### config.mk
export PLATFORM = sky130hd
export DESIGN_NAME = ext_bus_arbiter
export DESIGN_NICKNAME = d
export VERILOG_FILES = /design/src/rtl/ext_bus_arbiter_pkg.sv /design/src/rtl/ext_bus_arbiter.sv
export SDC_FILE = /design/constraint.sdc
export NUM_CORES = 1
export LEC_CHECK = 0
export CORE_UTILIZATION = 40
export CTS_CLUSTER_SIZE = 20
export DETAILED_ROUTE_END_ITERATION = 12
export PLACE_DENSITY = 0.8
export SYNTH_ARGS = -nofsm -noshare
export SYNTH_HDL_FRONTEND = slang
export SYNTH_SLANG_ARGS = --single-unit
### constraint.sdc
create_clock -name clk -period 2.8 [get_ports clk]
set_input_delay 0.56 -clock clk [delete_from_list [all_inputs] [get_ports clk]]
set_output_delay 0.56 -clock clk [all_outputs]
set_load 0.05 [all_outputs]
### src/rtl/ext_bus_arbiter_pkg.sv
// Shared types for the external bus arbiter: FSM state encoding and wait counter width.
package pa_cpu;
    typedef enum logic [1:0] {IDLE, ACCESS, DMA_GRANT, DMA_RELEASE} e_bus_state;
    localparam int WAIT_CNT_W = 4;
endpackage

### src/rtl/ext_bus_arbiter.sv
// External bus owner: sequences CPU accesses (fixed waits, then pin_wait stretch) and grants DMA at access boundaries.
// Optional BUS_TIMEOUT_EN macro adds a pin_wait timeout that forces completion and sets sticky bus_err.
module ext_bus_arbiter
    import pa_cpu::*;
#(
    parameter int WAIT_STATES    = 1,
    parameter int TIMEOUT_CYCLES = 255
) (
    input  logic        clk,
    input  logic        arst,
    input  logic        cpu_rd_req,
    input  logic        cpu_wr_req,
    input  logic        cpu_mem_io,
    input  logic [21:0] cpu_addr,
    input  logic        cpu_halt,
    output logic        cpu_done,
    input  logic        dma_req,
    output logic        dma_ack,
    input  logic        pin_wait,
    output logic [21:0] bus_addr,
    output logic        bus_mem_io,
    output logic        bus_rd,
    output logic        bus_wr,
    output logic        bus_oe,
    output logic        bus_err,
    input  logic        bus_err_clr
);

    localparam logic [WAIT_CNT_W-1:0] WAIT_INIT = WAIT_CNT_W'(WAIT_STATES);

    e_bus_state              state_q, state_d;
    logic [WAIT_CNT_W-1:0]   wait_cnt_q;
    logic [21:0]             addr_q;
    logic                    mem_io_q, rd_q, wr_q, dma_owed_q;
    logic                    valid_req, wait_zero, timeout_hit;
    logic                    start, done, strobe_en, oe_c, ack_c;

    // Simultaneous read and write is treated as no request at all.
    assign valid_req = cpu_rd_req ^ cpu_wr_req;
    assign wait_zero = (wait_cnt_q == '0);

    always_comb begin
        state_d   = state_q;
        start     = 1'b0;
        done      = 1'b0;
        strobe_en = 1'b0;
        oe_c      = 1'b0;
        ack_c     = 1'b0;
        case (state_q)
            IDLE: begin
                oe_c = ~cpu_halt;
                if (dma_req & (dma_owed_q | ~valid_req)) begin
                    state_d = DMA_GRANT;
                end else if (valid_req) begin
                    state_d = ACCESS;
                    start   = 1'b1;
                end
            end
            ACCESS: begin
                oe_c      = 1'b1;
                strobe_en = 1'b1;
                if (wait_zero & (~pin_wait | timeout_hit)) begin
                    done    = 1'b1;
                    state_d = IDLE;
                end
            end
            DMA_GRANT: begin
                ack_c = 1'b1;
                if (~dma_req) state_d = DMA_RELEASE;
            end
            DMA_RELEASE: state_d = IDLE;
            default:     state_d = IDLE;
        endcase
    end

    // The IDLE drive enable is combinational, so mask it while reset is held.
    assign bus_oe     = oe_c & ~arst;
    assign cpu_done   = done;
    assign dma_ack    = ack_c;
    assign bus_rd     = strobe_en & rd_q;
    assign bus_wr     = strobe_en & wr_q;
    assign bus_addr   = addr_q;
    assign bus_mem_io = mem_io_q;

    always_ff @(posedge clk or posedge arst) begin
        if (arst) begin
            state_q    <= IDLE;
            wait_cnt_q <= '0;
            addr_q     <= '0;
            mem_io_q   <= 1'b0;
            rd_q       <= 1'b0;
            wr_q       <= 1'b0;
            dma_owed_q <= 1'b0;
        end else begin
            state_q <= state_d;
            if (start) begin
                addr_q     <= cpu_addr;
                mem_io_q   <= cpu_mem_io;
                rd_q       <= cpu_rd_req;
                wr_q       <= cpu_wr_req;
                wait_cnt_q <= WAIT_INIT;
            end else if ((state_q == ACCESS) && !wait_zero) begin
                wait_cnt_q <= wait_cnt_q - 1'b1;
            end
            // A DMA request seen at completion wins the following IDLE cycle.
            if (done)
                dma_owed_q <= dma_req;
            else if (state_q == DMA_GRANT)
                dma_owed_q <= 1'b0;
        end
    end

`ifdef BUS_TIMEOUT_EN
    logic [7:0] to_cnt_q;
    logic       bus_err_q;
    logic       stalled;

    assign stalled     = (state_q == ACCESS) & wait_zero & pin_wait;
    assign timeout_hit = (to_cnt_q == 8'(TIMEOUT_CYCLES));
    assign bus_err     = bus_err_q;

    always_ff @(posedge clk or posedge arst) begin
        if (arst) begin
            to_cnt_q  <= '0;
            bus_err_q <= 1'b0;
        end else begin
            if (state_q != ACCESS)
                to_cnt_q <= '0;
            else if (stalled & ~timeout_hit)
                to_cnt_q <= to_cnt_q + 1'b1;
            if (stalled & timeout_hit)
                bus_err_q <= 1'b1;
            else if (bus_err_clr)
                bus_err_q <= 1'b0;
        end
    end
`else
    logic unused_err_clr;
    assign unused_err_clr = bus_err_clr;
    assign timeout_hit    = 1'b0;
    assign bus_err        = 1'b0;
`endif

endmodule

### After elaboration in Yosys (flattened, before gate mapping)

Index checks and enable logic that the tools add are counted.

* output and inout bits: 29
* register bits: 32
* input bits: 31
* logic and storage cells: 49

* eq/ne operators: 6
* multiplexer cells: 17
* reductions and logical operators: 7
* bitwise operators: 11
* add/sub/neg operators: 1

Operators by type and width (number)
* $mux 1: 9
* $mux 2: 4
* $mux 4: 2
* $pmux 2 s4: 1
* $and 1x1->1: 5
* $eq 2x2->1 const B: 2
* $logic_not 4->1: 1
* $ne 2x2->1 const B: 2
* $not 1->1: 4
* $reduce_bool 2->1: 2
* $sub 4x1->4 const B: 1
* $ne 3x3->1 const B: 1
* $reduce_and 3->1: 1
* $eq 2x1->1 const B: 1
* $logic_not 2->1: 1
* $pmux 1 s2: 1
* $logic_and 1x1->1: 1
* $logic_not 1->1: 1
* $or 1x1->1: 1
* $xor 1x1->1: 1

### Logic depth before layout (Yosys ltp)

Gate-level depths: netlist of run 1.

* word-level depth: 7
* mapped depth: 6
* gate-level depth less buffers: 5

### Least setup slack after synthesis of run 1

OpenSTA, ideal clock, no wires.

* kind: reg-to-output
* from: reg wait_cnt_q[0]
* to: out cpu_done
* buffers on the path: 1
* stages on the path, launching flop included: 6
* required time: 2.240 ns
* setup slack: 0.010 ns
* arrival time: 2.230 ns
* cells stage by stage: dfrtp_1 inv_1 ha_1 or3b_1 clkbuf_1 nor3_1

* cells in the longest elaborated chain, start to end: 4

RTL lines
* from (decl): RTL line ext_bus_arbiter.sv:32 `logic [WAIT_CNT_W-1:0] wait_cnt_q;`
* from (signal assigned): RTL line ext_bus_arbiter.sv:103 `wait_cnt_q <= wait_cnt_q - 1'b1;`
* $logic_not 4->1: RTL line ext_bus_arbiter.sv:40 `assign wait_zero = (wait_cnt_q == '0);`
* $and 1x1->1: RTL line ext_bus_arbiter.sv:62 `if (wait_zero & (~pin_wait | timeout_hit)) begin`
* $mux 1: RTL line ext_bus_arbiter.sv:62
* $mux 1: RTL line ext_bus_arbiter.sv:49 `case (state_q)`
* to (decl): RTL line ext_bus_arbiter.sv:16 `output logic cpu_done,`

No other way between the ends.

### Final worst setup path of run 1

* from: reg state_q[0]
* to: out bus_rd

* cells in the longest elaborated chain, start to end: 3

RTL lines
* from (decl): RTL line ext_bus_arbiter.sv:31 `e_bus_state state_q, state_d;`
* from (signal assigned): RTL line ext_bus_arbiter.sv:95 `state_q <= state_d;`
* $eq 2x1->1: RTL line ext_bus_arbiter.sv:49
* $mux 1: RTL line ext_bus_arbiter.sv:49
* $and 1x1->1: RTL line ext_bus_arbiter.sv:80 `assign bus_rd = strobe_en & rd_q;`
* to (decl): RTL line ext_bus_arbiter.sv:22 `output logic bus_rd,`

No other way between the ends.

==> flow_summary.toml, run 1 <==
[global_route]
grt_pass1_vias = 1124
antenna_found_initial = 0
grt_max_degree = 33
grt_overflow = 0
grt_pass1_wl_um = 5020
grt.total_usage_pct = 18.8

[clocking]
htree_levels = 2
clk_pin_slew_ns = 0.10
cts_made_buffers = 5
cts.path.max_buffers = 2
hold_buffers = 0
cts.sinks = 32
clockRootBuffer = "clkbuf_4"
cts_setup_buffers = 0
clk_latency_ns = 0.35
cts.repair.resized = 0
cts_tree = "yes"

[detailed_routing]
detail_route.wl_per_cell_um = 13.7
ant_nets = 0
route.detailed.drc = 0
routed_via_density = 5.13
vias = 1124
dr.first_iter.drc_count = 7
drt_wl_total_um = 3000
firstDrtPassIters = 4

[worst_setup_path]
crit_type = "reg2out"
startpoint_type = "flip-flop"
critPathMaxFanout = 12
cp.arrival_ns = 2.10
worstSetupEndpointType = "output pin"
critPathTopFamily = "buffers and inverters"
worst-path-buf-inv = 1
critPathSlowestCell = "clkdlybuf4s50_1"
path_cells = "nor2b_1, and2_1, clkdlybuf4s50_1"
max_stage_delay_ns = 0.80
reg2reg_from = "wait_cnt_q[0]"
required_ns = 2.24
cp-startpoint = "state_q[0]"
reg2reg_to = "dma_owed_q"
rr_worst_depth = 5
regToRegSetupSlack_ns = 0.94

[pwr]
p_sw_mw = 1.28
p_leak_nw = 0.872
ir_drop_v = 0.000878
power_frac_comb_pct = 59.0
seqPwrFrac_pct = 31.0
p_int_mw = 1.40
swShare_pct = 47.8
clkPwrFrac_pct = 10.0
power.density_nw_per_um2 = 1270
power_mw = 2.68

[run]
cap_viol_max_count = 0

[finish]
insertedDiodeCount = 0
drive_gt1_share_pct = 22.0
final_nets = 204
syn2layout_area_growth_pct = 47.8

[sta]
setup_viol = 0
tns_ns = 0
fmax_ghz = 0.376
finClkSkew_ns = 0.0187
finalCriticalPeriod_ns = 2.66
final_hold_viol_count = 0
slew_viol_final = 0
grt_setup_unrepaired = "no"
period_share_pct = 95.0
tightestPinTransition_ns = 0.522
slew_headroom_pct = 65.1

[hold_path]
hold_depth = 1
whs_endpoint = "bus_addr[14]"
hold_class = "reg2reg"
worstHoldStart = "bus_addr[14]"

[synthesis]
synth_nets = 143
yosys_register_bits = 32
yosys_warnings = 0
synth_cells = 111
synth_area_um2 = 1430
syn-mean-instance-area_um2 = 12.8
synth_cell_type_count = 35
seq_area_frac_synth_pct = 56.2

[die]
initial_core_util_pct = 42.4
row_count = 21
die_y_um = 61.7
die_area_um2 = 3810
core_area_um2 = 3360
die_width_um = 61.7
ios = 60

[run_status]
outcome = "finished clean"

[placed_design]
io_buffers = 57
gp_routability_congestion = 0.727
dp_hpwl_um = 2210
## worst reg2reg max path: cells and delay by family, from the launching register on
family                     cells  cell delay (ns)
and+or+nand+nor                1             0.49
AOI/OAI and AO/OA              2             0.46
DFF                            1             0.43
adders and majority gates      1             0.23
buffers and inverters          1             0.10
## power by group through the flow
stage          Sequential, mW  Combinational, mW  Clock, mW
2_1_floorplan            1.40              0.497          0
3_3_place_gp            0.821               1.55          0
3_5_place_dp            0.843               1.58          0
4_1_cts                 0.835               1.59      0.274
5_1_grt                 0.867               1.67      0.299
6_report                0.831               1.58      0.268
## cell type report
cell class	instances	area, um^2
clock buffers	5	37.5
clock inverters	3	18.8
fillers	295	1260
inverters	6	22.5
multi-input cells	67	557
flip-flops and latches	32	801
well taps	46	57.6
repair buffers	60	613
## placed cells by master (no fill, tap or decap)
cell type         n
a211o_1           1
a211o_2           1
a211oi_1          2
a21boi_0          1
a21oi_1           7
a311oi_1          1
a31oi_1           1
and2_1            2
buf_12            2
buf_4             3
clkbuf_4          5
clkdlybuf4s50_1  55
clkinv_2          2
clkinv_4          1
conb_1            1
dfrtp_1          32
ha_1              1
inv_1             6
mux2_1            1
mux2_2           22
nand2b_1          1
nand3_1           1
nand4b_1          1
nor2_1            4
nor2_4            1
nor2b_1           2
nor3_1            1
nor3_2            1
nor4b_1           1
o211ai_1          1
o21ai_0           5
o22a_1            1
o311a_1           1
o311ai_0          1
o41ai_1           1
or3b_1            1
xnor2_1           1
xor2_1            1
## layer usage
metal | global-route usage, % | part of all wire, %
met5 | 0 | 0
met4 | 6.67 | 1.5
met3 | 9.94 | 10
met2 | 30.1 | 49
met1 | 21.6 | 39
## worst max-delay path by stage
stage               cells past startpoint  slack (ns)      endpoint
finish                                  3        0.14        bus_rd
global route                            3       0.006        bus_rd
CTS                                     5        0.11      cpu_done
detailed placement                      5        0.48  bus_addr[11]
global placement                        5        0.51   bus_addr[5]
floorplan                               5        0.01      cpu_done
## cells in the mapped netlist
cell type	n	share of area [%]
nor2_1	4	1.1
a211o_1	1	0.61
o21ai_0	5	1.8
o211ai_1	1	0.53
and2_1	2	0.88
o22a_1	1	0.61
a31oi_1	1	0.44
buf_2	1	0.35
nor2b_1	2	0.88
a211oi_1	2	1.1
clkbuf_1	2	0.53
xor2_1	1	0.61
mux2_2	22	17
dfrtp_1	32	56
a21oi_1	7	2.5
o41ai_1	1	0.61
inv_1	6	1.6
nand4b_1	1	0.61
a21boi_0	1	0.53
o311ai_0	1	0.61
ha_1	1	0.88
buf_4	1	0.53
a311oi_1	1	0.61
nand2b_1	1	0.44
conb_1	1	0.26
o311a_1	1	0.70
buf_8	2	2.1
nor2_4	1	0.79
nand3_1	1	0.35
nor4b_1	1	0.61
mux2_1	1	0.79
nor3_1	2	0.70
a211o_2	1	0.70
xnor2_1	1	0.61
or3b_1	1	0.61
## stage by stage
step | area (um^2) | utilization, % | std cells | setup slack (ns) | hold WS [ns]
final | 2110 | 62.6 | 219 | 0.141 | 0.514
after global routing | 2110 | 62.6 | 219 | 0.00639 | 0.533
after CTS | 2100 | 62.5 | 219 | 0.106 | 0.521
after detailed placement | 2050 | 60.8 | 211 | 0.479 | 0.496
after global placement | 2050 | 60.8 | 211 | 0.505 | 0.474
after floorplan | 1430 | - | 111 | 0.00973 | 0.467
## kinds of logic after synthesis
group / synth area share (%)
flops: 56.2
compound gates: 11.2
mux: 18.2
simple gates: 6.94
buf+inv: 5.09
xor+xnor: 1.23
fa+ha+maj: 0.878
other cells: 0.263
## state kept, by name (all words and copies together) (netlist names)
signal / cells
state_q: 2
rd_q: 1
wait_cnt_q: 4
wr_q: 1
bus_mem_io: 1
dma_owed_q: 1
bus_addr: 22
No activity file was read; power rests on OpenSTA's default activity.
==> run 2, diff against run 1 <==
Settings changed: CTS_CLUSTER_DIAMETER set to 40.
==> results of run 2 <==
No change in the layout: final DEF, timing and power equal those of run 1.
==> run 3, diff against run 2 <==
Settings changed: ABC_AREA set to 1, CTS_CLUSTER_DIAMETER 40 to 120, PLACE_DENSITY 0.8 to 0.77.
==> run 3 against run 2 <==
Non-clock buffer count is 1 higher. Power is 9.5% higher. Critical endpoint unchanged. Final cell count is 32% higher. Largest power group unchanged.
==> flow_summary.toml, run 3 <==
[sta]
slew_viol_final = 0
tightestPinTransition_ns = 0.516
finalCriticalPeriod_ns = 2.39
finClkSkew_ns = 0.00436
grt_setup_unrepaired = "no"
setup_viol = 0
tns_ns = 0
period_share_pct = 85.5
final_hold_viol_count = 0
slew_headroom_pct = 65.5
fmax_ghz = 0.418

[clocking]
clk_pin_slew_ns = 0.07
hold_buffers = 0
cts_tree = "yes"
cts.repair.resized = 0
cts.path.max_buffers = 2
clockRootBuffer = "clkbuf_8"
cts_made_buffers = 5
clk_latency_ns = 0.28
htree_levels = 2
cts.sinks = 32
cts_setup_buffers = 0

[worst_setup_path]
critPathSlowestCell = "clkdlybuf4s50_1"
crit_type = "reg2out"
cp.depth = 4
required_ns = 2.24
rr_worst_depth = 5
critPathTopFamily = "buffers and inverters"
critPathMaxFanout = 5
reg2reg_to = "bus_mem_io"
path_cells = "inv_2, nand2_2, nor2_1, clkdlybuf4s50_1"
endpoint = "bus_rd"
cp-startpoint = "state_q[1]"
startpoint_type = "flip-flop"
reg2reg_from = "state_q[0]"
regToRegSetupSlack_ns = 1.38
max_stage_delay_ns = 0.81
worst-path-buf-inv = 2
worstSetupEndpointType = "output pin"
cp.arrival_ns = 1.83

[finish]
syn2layout_area_growth_pct = 44.1
insertedDiodeCount = 0
fillers = 351
drive_gt1_share_pct = 31.9
largest_reg_flops = 22
final_common_cell = "clkdlybuf4s50_1"
final_cell_mix = "clkdlybuf4s50_1, inv_1, dfrtp_1, nand2_2, o21ai_2"
fin_util_pct = 59.6
final_nets = 269

[run_status]
outcome = "finished clean"

[detailed_routing]
routed_via_density = 4.28
drt_wl_total_um = 2910
route.detailed.drc = 0
ant_nets = 0
firstDrtPassIters = 4
vias = 1233
dr.first_iter.drc_count = 49
detail_route.wl_per_cell_um = 10.1

[hold_path]
hold_class = "reg2reg"

[placed_design]
io_buffers = 57
dp_hpwl_um = 2160
gp_routability_congestion = 0.769

[synthesis]
syn-mean-instance-area_um2 = 9.46
yosysMostFrequentCell = "inv_1"
synth_cells = 175
synth_edf_count = 0
ys_async_sr_fraction_pct = 100
synth_nets = 207
yosys_register_bits = 32
post-synth-top-area-cell = "dfrtp_1"
seq_area_frac_synth_pct = 48.4
synth_cell_type_count = 27
yosys_warnings = 0
synth.area.top_cells = "dfrtp_1, o21ai_2, nand2_2"
synth_top_cells_by_count = "inv_1, dfrtp_1, nand2_2, o21ai_2, nand2_1"
synth_area_um2 = 1660
synthFlopType = "dfrtp_1"
synth_top_area_share_pct = 48.4

[pwr]
power.density_nw_per_um2 = 1230
p_int_mw = 1.55
ir_drop_v = 0.000795
seqPwrFrac_pct = 28.0
power_frac_comb_pct = 57.0
p_sw_mw = 1.39
p_leak_nw = 1.17
clkPwrFrac_pct = 15.0
swShare_pct = 47.4

[global_route]
grt.total_usage_pct = 15.6
grt_max_degree = 33
grt_pass1_wl_um = 4950
antenna_found_initial = 0
grt_overflow = 0
grt_pass1_vias = 1182

[die]
core_area_um2 = 4000
die_y_um = 66.3
row_count = 23
die_area_um2 = 4400
die_width_um = 66.3
initial_core_util_pct = 41.4
ios = 60

[run]
cap_viol_max_count = 0
[run 3: how the worst min path moves through the flow]
stage / cells past startpoint / startpoint / end
final: 2 / bus_addr[19] / bus_addr[19]
after global routing: 2 / bus_addr[13] / bus_addr[13]
after floorplan: 2 / rd_q / rd_q
after detailed placement: 2 / bus_addr[21] / bus_addr[21]
after global placement: 2 / bus_addr[17] / bus_addr[17]
after CTS: 2 / bus_addr[19] / bus_addr[19]
[run 3: final cells by class]
type | instances | area (um^2) | area share [%]
inverters | 44 | 165 | 6.92
well taps | 50 | 62.6 | 2.62
repair buffers | 61 | 621 | 26.0
flip-flops and latches | 32 | 801 | 33.6
clock inverters | 3 | 42.5 | 1.78
clock buffers | 5 | 68.8 | 2.88
multi-input cells | 93 | 626 | 26.2
[run 3: metal layers]
layer / wire length, um / global-route usage (%) / vias up
li1: - / - / 643
met1: 1260 / 17.3 / 543
met2: 1360 / 26.0 / 42
met3: 237 / 5.17 / 5
met4: 51 / 8.78 / 0
met5: 0 / 0 / -
[run 3: worst register-to-register path: stages (launching register included)]
cell and delay, ns:
dfrtp_1 0.44, nor2_4 0.18, nand3_4 0.27, buf_4 0.31, nand2_2 0.07, o21ai_2 0.05
[run 3: power by group through the flow]
stage / Sequential [mW] / Combinational, mW / Clock (mW)
after global placement: 0.828 / 1.67 / 0
after global routing: 0.852 / 1.80 / 0.470
after floorplan: 1.35 / 0.696 / 0
final: 0.824 / 1.67 / 0.439
after detailed placement: 0.831 / 1.69 / 0
after CTS: 0.827 / 1.69 / 0.453
[run 3: cells by family (layout without fill, tap and decap cells)]
family	Yosys count	count (layout)	share of synthesized area (%)
adders and majority gates	1	1	0.756
AOI/OAI and AO/OA	32	32	16.6
DFF	32	32	48.4
xor gates and xnor gates	1	1	0.529
buffers and inverters	50	113	13.8
other	1	1	0.227
and+or+nand+nor	58	58	19.7
[run 3: metrics by stage]
stage	total power, mW	hold WS, ns	instance area, um^2	setup WS (ns)	std cells
3_3_place_gp	2.50	0.468	2270	0.575	280
5_1_grt	3.12	0.505	2390	0.321	288
6_report	2.94	0.482	2390	0.405	288
2_1_floorplan	2.05	0.461	1660	0.477	175
3_5_place_dp	2.52	0.472	2270	0.558	280
4_1_cts	2.97	0.489	2390	0.379	288
